$ cat src/rtl/fft_input_buffer.sv
// rtl/fft_input_buffer.sv - ping-pong sample collector feeding the 8-point FFT core
// Serial complex samples fill one bank while the other is held on x_* for the core.
module fft_input_buffer #(
  parameter int DW = 16,
  parameter int N  = 8
) (
  input  logic          clk,
  input  logic          rst,
  input  logic          s_valid_i,
  input  logic [DW-1:0] s_R_i,
  input  logic [DW-1:0] s_I_i,
  output logic          s_ready_o,
  input  logic          flush_i,
  input  logic          fft_busy_i,
  input  logic          fft_valid_i,
  output logic          start_o,
  output logic [DW-1:0] x_0_R_o,
  output logic [DW-1:0] x_1_R_o,
  output logic [DW-1:0] x_2_R_o,
  output logic [DW-1:0] x_3_R_o,
  output logic [DW-1:0] x_4_R_o,
  output logic [DW-1:0] x_5_R_o,
  output logic [DW-1:0] x_6_R_o,
  output logic [DW-1:0] x_7_R_o,
  output logic [DW-1:0] x_0_I_o,
  output logic [DW-1:0] x_1_I_o,
  output logic [DW-1:0] x_2_I_o,
  output logic [DW-1:0] x_3_I_o,
  output logic [DW-1:0] x_4_I_o,
  output logic [DW-1:0] x_5_I_o,
  output logic [DW-1:0] x_6_I_o,
  output logic [DW-1:0] x_7_I_o,
  output logic [1:0]    frame_pend_o
);

  localparam int AW = $clog2(N);
  localparam logic [AW-1:0] LAST_IDX = AW'(N - 1);

  typedef enum logic [1:0] {
    IDLE  = 2'd0,
    START = 2'd1,
    WAIT  = 2'd2
  } state_t;

  state_t        state;
  state_t        state_nx;

  logic [DW-1:0] bank_r [2][N];
  logic [DW-1:0] bank_i [2][N];
  logic [1:0]    full;
  logic [1:0]    full_nx;
  logic          wr_bank;
  logic          rd_bank;
  logic [AW-1:0] wr_idx;
  logic          accept;
  logic          launch_done;

  // A full write bank stalls upstream; flush drops any sample offered with it.
  assign s_ready_o    = !full[wr_bank];
  assign accept       = s_valid_i && s_ready_o && !flush_i;
  assign frame_pend_o = {1'b0, full[0]} + {1'b0, full[1]};

  always_ff @(posedge clk or negedge rst) begin
    if (!rst) begin
      state <= IDLE;
    end else begin
      state <= state_nx;
    end
  end

  always_comb begin
    state_nx    = state;
    start_o     = 1'b0;
    launch_done = 1'b0;
    case (state)
      IDLE: begin
        if (full[rd_bank] && !fft_busy_i) begin
          state_nx = START;
        end
      end
      START: begin
        start_o  = 1'b1;
        state_nx = WAIT;
      end
      WAIT: begin
        if (fft_valid_i) begin
          launch_done = 1'b1;
          state_nx    = IDLE;
        end
      end
      default: state_nx = IDLE;
    endcase
  end

  // Set and clear can never hit the same bank: set needs it empty, clear needs it full.
  always_comb begin
    full_nx = full;
    if (accept && (wr_idx == LAST_IDX)) begin
      full_nx[wr_bank] = 1'b1;
    end
    if (launch_done) begin
      full_nx[rd_bank] = 1'b0;
    end
  end

  always_ff @(posedge clk or negedge rst) begin
    if (!rst) begin
      for (int b = 0; b < 2; b++) begin
        for (int k = 0; k < N; k++) begin
          bank_r[b][k] <= '0;
          bank_i[b][k] <= '0;
        end
      end
      full    <= '0;
      wr_bank <= 1'b0;
      rd_bank <= 1'b0;
      wr_idx  <= '0;
    end else begin
      full <= full_nx;
      if (launch_done) begin
        rd_bank <= ~rd_bank;
      end
      if (flush_i) begin
        wr_idx <= '0;
      end else if (accept) begin
        bank_r[wr_bank][wr_idx] <= s_R_i;
        bank_i[wr_bank][wr_idx] <= s_I_i;
        if (wr_idx == LAST_IDX) begin
          wr_idx  <= '0;
          wr_bank <= ~wr_bank;
        end else begin
          wr_idx <= wr_idx + 1'b1;
        end
      end
    end
  end

  assign x_0_R_o = bank_r[rd_bank][0];
  assign x_1_R_o = bank_r[rd_bank][1];
  assign x_2_R_o = bank_r[rd_bank][2];
  assign x_3_R_o = bank_r[rd_bank][3];
  assign x_4_R_o = bank_r[rd_bank][4];
  assign x_5_R_o = bank_r[rd_bank][5];
  assign x_6_R_o = bank_r[rd_bank][6];
  assign x_7_R_o = bank_r[rd_bank][7];
  assign x_0_I_o = bank_i[rd_bank][0];
  assign x_1_I_o = bank_i[rd_bank][1];
  assign x_2_I_o = bank_i[rd_bank][2];
  assign x_3_I_o = bank_i[rd_bank][3];
  assign x_4_I_o = bank_i[rd_bank][4];
  assign x_5_I_o = bank_i[rd_bank][5];
  assign x_6_I_o = bank_i[rd_bank][6];
  assign x_7_I_o = bank_i[rd_bank][7];

endmodule

$ cat config.mk
export PLATFORM = sky130hd
export DESIGN_NAME = fft_input_buffer
export DESIGN_NICKNAME = d
export VERILOG_FILES = /design/src/rtl/fft_input_buffer.sv
export SDC_FILE = /design/constraint.sdc
export NUM_CORES = 1
export LEC_CHECK = 0
export CORE_MARGIN = 3
export CORE_UTILIZATION = 45
export CTS_CLUSTER_SIZE = 20
export DETAILED_ROUTE_END_ITERATION = 8
export HOLD_SLACK_MARGIN = 0.06
export PLACE_DENSITY_LB_ADDON = 0.1
export SLEW_MARGIN = 30
export SYNTH_ARGS = -nofsm -noshare
export SYNTH_HDL_FRONTEND = slang
export SYNTH_SLANG_ARGS = --single-unit
$ cat constraint.sdc
create_clock -name clk -period 2.42 [get_ports clk]
set_input_delay 0.242 -clock clk [delete_from_list [all_inputs] [get_ports clk]]
set_output_delay 0.242 -clock clk [all_outputs]
set_load 0.05 [all_outputs]
==> results by group <==
Synthesis
  • Synth cell types: 35
  • Synth Instances: 1462
  • Synthesized flop and latch total: 521
  • Post-synth design cell area: between 20000 and 25000 um^2
  • Syn_nets: 1503
  • Sequential cell area fraction in the yosys report: 57.7%
  • Synthesized area per cell: 15.5 um^2
  • Cell taking the most area after synthesis: dfrtp_1
  • Synthesis Warnings: 0
  • Share of the synthesized area in the top cell type: 57.7%
  • Area contributors post-synth: dfrtp_1 58%, mux2_2 38%, clkbuf_1 1.1%

Power
  • Net Switching: between 7 and 8 mW
  • Gate power share: between 20% and 30%
  • Pwr dens: 833 nW/um^2
  • Leakage: 14.2 nW
  • Seq pwr share: between 40 and 50%
  • Int Power: roughly 16 mW
  • Clk network pwr share: around a third
  • Sw frac: a little under a third
  • VDD IR max: a little over 0.7 mV

Critical path
  • CP Capture Type: output port
  • Crit-path cells: buf_8 > buf_16 > clkbuf_16 > mux2_4 > buf_6
  • CP required: roughly 2.2 ns
  • CP delay by family, top: buffers and inverters
  • CP max FO: 10
  • Kind of critical path: reg2out
  • Startpoint type of the worst setup path: flip-flop
  • WP buf/inv: 4
  • Max incr delay on CP: between 0.5 and 0.6 ns
  • Critical Path AT: 2.14 ns
  • Slowest CP cell: dfrtp_4

Clocking
  • Clk pin slew, worst setup/hold paths: about 0.06 ns
  • Clock tree root buffer cell: clkbuf_16
  • TritonCTS clock tree: built
  • Clk sinks: ~520
  • Htree depth: 2
  • Clock Path Buffers: 3
  • TritonCTS Buffers: 55
  • Clk_lat worst skew: slightly below 0.6 ns

Placement
  • Placer Congestion: roughly 0.75
  • Post-DP HPWL: about 36 mm
  • PortBufs: 297
  • DP Worst Slack: roughly 0.12 ns

Route
  • Routed Antenna Nets: 0
  • Post-route DRC: 0
  • DR vias: 13100
  • Routed len/inst: ~23 um
  • Via density: between 5 and 6
  • 1st-iter DRT viols: approximately 510
  • DR pass1 iterations: 4
  • Detailed Route WL: between 50 and 60 mm

Layout
  • Fill cell count: about 4000
  • FF+latch area: about 13000 um^2
  • Area grow syn2layout: 25.9%
  • Share of cells above drive strength 1: roughly 64%
  • Area of the multi-input gates: 9120 um^2
  • Util after Layout: 57.8%
  • Nets@finish: roughly 1800

STA
  • Worst Tran Pin Value: between 0.8 and 0.9 ns
  • Period minus WS final: between 2 and 2.5 ns
  • Clock skew after layout: between 0.015 and 0.02 ns
  • Setup TNS Final: 0 ns
  • Final Cycle Share: between 90% and 100%
  • RSZ-0062 raised after global routing: yes
  • Final WS setup: 0.0402 ns
  • Max Freq: around 420 MHz
  • Final Slew Violations: 0
  • Final setup viols: 0
  • Slew headroom: 44.3%
  • Final Hold Fails: 0

Global route
  • Number of global-route vias before repair: around 14000
  • First-pass GRT wire length: between 80 and 90 mm
  • Remaining global-route overflow: 0
  • Initial antenna violation count: 3
  • Largest net degree at the start of global routing: between 70 and 80
  • Gr usage total: a little over a fifth

Worst hold path
  • Worst min path class: in2reg

Outcome
  • Status: finished clean

Die
  • Core Rows: 81
  • Die ar.: 52900 um^2
  • Initial Utilization: between 40% and 50%
  • Total core area: slightly below 50000 um^2
  • Boundary Pins: just under 300
  • Die width: about 230 um
  • Die H: around 230 um

Flow run
  • Max cap viols: 0
-- sequential cells by signal (all words and copies together) (netlist names) --
| name | flops |
|---|---|
| bank_i | 256 |
| bank_r | 256 |
| full | 2 |
| rd_bank | 1 |
| state | 2 |
| wr_bank | 1 |
| wr_idx | 3 |
-- final timing paths --
check | start | end | slack (ns) | cells past startpoint
worst max register to register | full[0] | bank_r[165] | 0.32 | 4
worst max-delay path | rd_bank | x_0_I_o[2] | 0.04 | 5
min in group asynchronous | rst | bank_r[88] | 0.25 | 2
max in group asynchronous | rst | bank_r[144] | 1.25 | 3
worst min register to register | state[0] | state[0] | 0.46 | 1
worst min-delay path | fft_busy_i | state[0] | 0.20 | 2
-- power by group through the flow --
stage / sequential, mW / clock, mW / combinational (mW)
floorplan: 9.77 / 0 / 3.91
global placement: 9.85 / 0 / 5.62
detailed placement: 9.89 / 0 / 5.65
CTS: 9.74 / 8.06 / 5.91
global route: 9.82 / 8.46 / 6.40
finish: 9.74 / 7.84 / 6.11
-- layer usage --
| metal | share of wire, % | GRT usage (%) | wire length (um) | up-vias |
|---|---|---|---|---|
| met5 | 0.026 | 0 | 15 | - |
| met4 | 1.8 | 5.44 | 1010 | 4 |
| met3 | 4.7 | 4.47 | 2650 | 65 |
| met2 | 51 | 36.5 | 28800 | 224 |
| met1 | 43 | 27.7 | 24300 | 6963 |
| li1 | - | - | - | 5839 |
-- layout make-up --
type	instances	share of cell area (%)
Tap cell	664	2.92
Timing Repair Buffer	365	13.4
Multi-Input combinational cell	825	32.0
Antenna cell	1	0.00880
Inverter	2	0.0264
Clock buffer	82	5.66
Clock inverter	7	0.123
Sequential cell	521	45.8
-- synthesized netlist by cell type --
cell type	n
mux2_2	760
dfrtp_1	521
clkbuf_1	64
buf_2	33
buf_1	11
nand2_1	11
mux2_1	8
nor2_1	5
nand3_1	4
o21ai_0	4
buf_4	3
buf_6	3
ha_1	3
nand3b_1	3
nor3_1	3
inv_1	2
mux2i_1	2
nand4_1	2
nor2_4	2
nor2b_1	2
nor3b_1	2
a21o_1	1
a31oi_1	1
a41oi_1	1
and2_1	1
and4bb_2	1
nand4bb_1	1
nor2_2	1
nor3_4	1
nor4_1	1
nor4b_2	1
o22a_1	1
o31ai_1	1
or4b_4	1
xnor2_1	1
-- through the flow --
stage	cells	total power [mW]	cell area, um^2	hold slack (ns)
2_1_floorplan	1462	13.7	22600	-0.0536
3_3_place_gp	2360	15.5	26000	0.307
3_5_place_dp	2360	15.5	26000	0.307
4_1_cts	2458	23.7	28000	0.152
5_1_grt	2467	24.7	28400	0.196
6_report	2467	23.7	28400	0.200
-- cells by family after synthesis --
family | count (synthesis) | synth area share [%]
compound gates | 9 | 0.260
xor+xnor | 1 | 0.0388
fa+ha+maj | 3 | 0.166
buf+inv | 116 | 2.26
flops | 521 | 57.7
mux | 770 | 38.4
simple gates | 42 | 1.19
-- cell usage in the layout (no fill, tap or decap), drive strengths merged, types with 3 or more instances in the layout --
cell,instances
clkbuf,90
dfrtp,521
ha,3
clkdlybuf4s50,37
mux2,768
clkinv,7
nand3b,3
nor2,8
o21ai,4
nand3,4
buf,299
nand2,11
nor3,4
dlygate4sd2,20
-- what timing repair did --
item | CTS | global route
setup buffers | 4 | 1
cloned | 4 | 8
resized for setup | 67 | 64
endpoints found under the hold margin | 57 | 0
endpoints found under the setup margin | 173 | 137
pin swaps | 0 | 0
hold buffers | 1 | 0
Note: power is estimated with default switching activity, not from simulation.
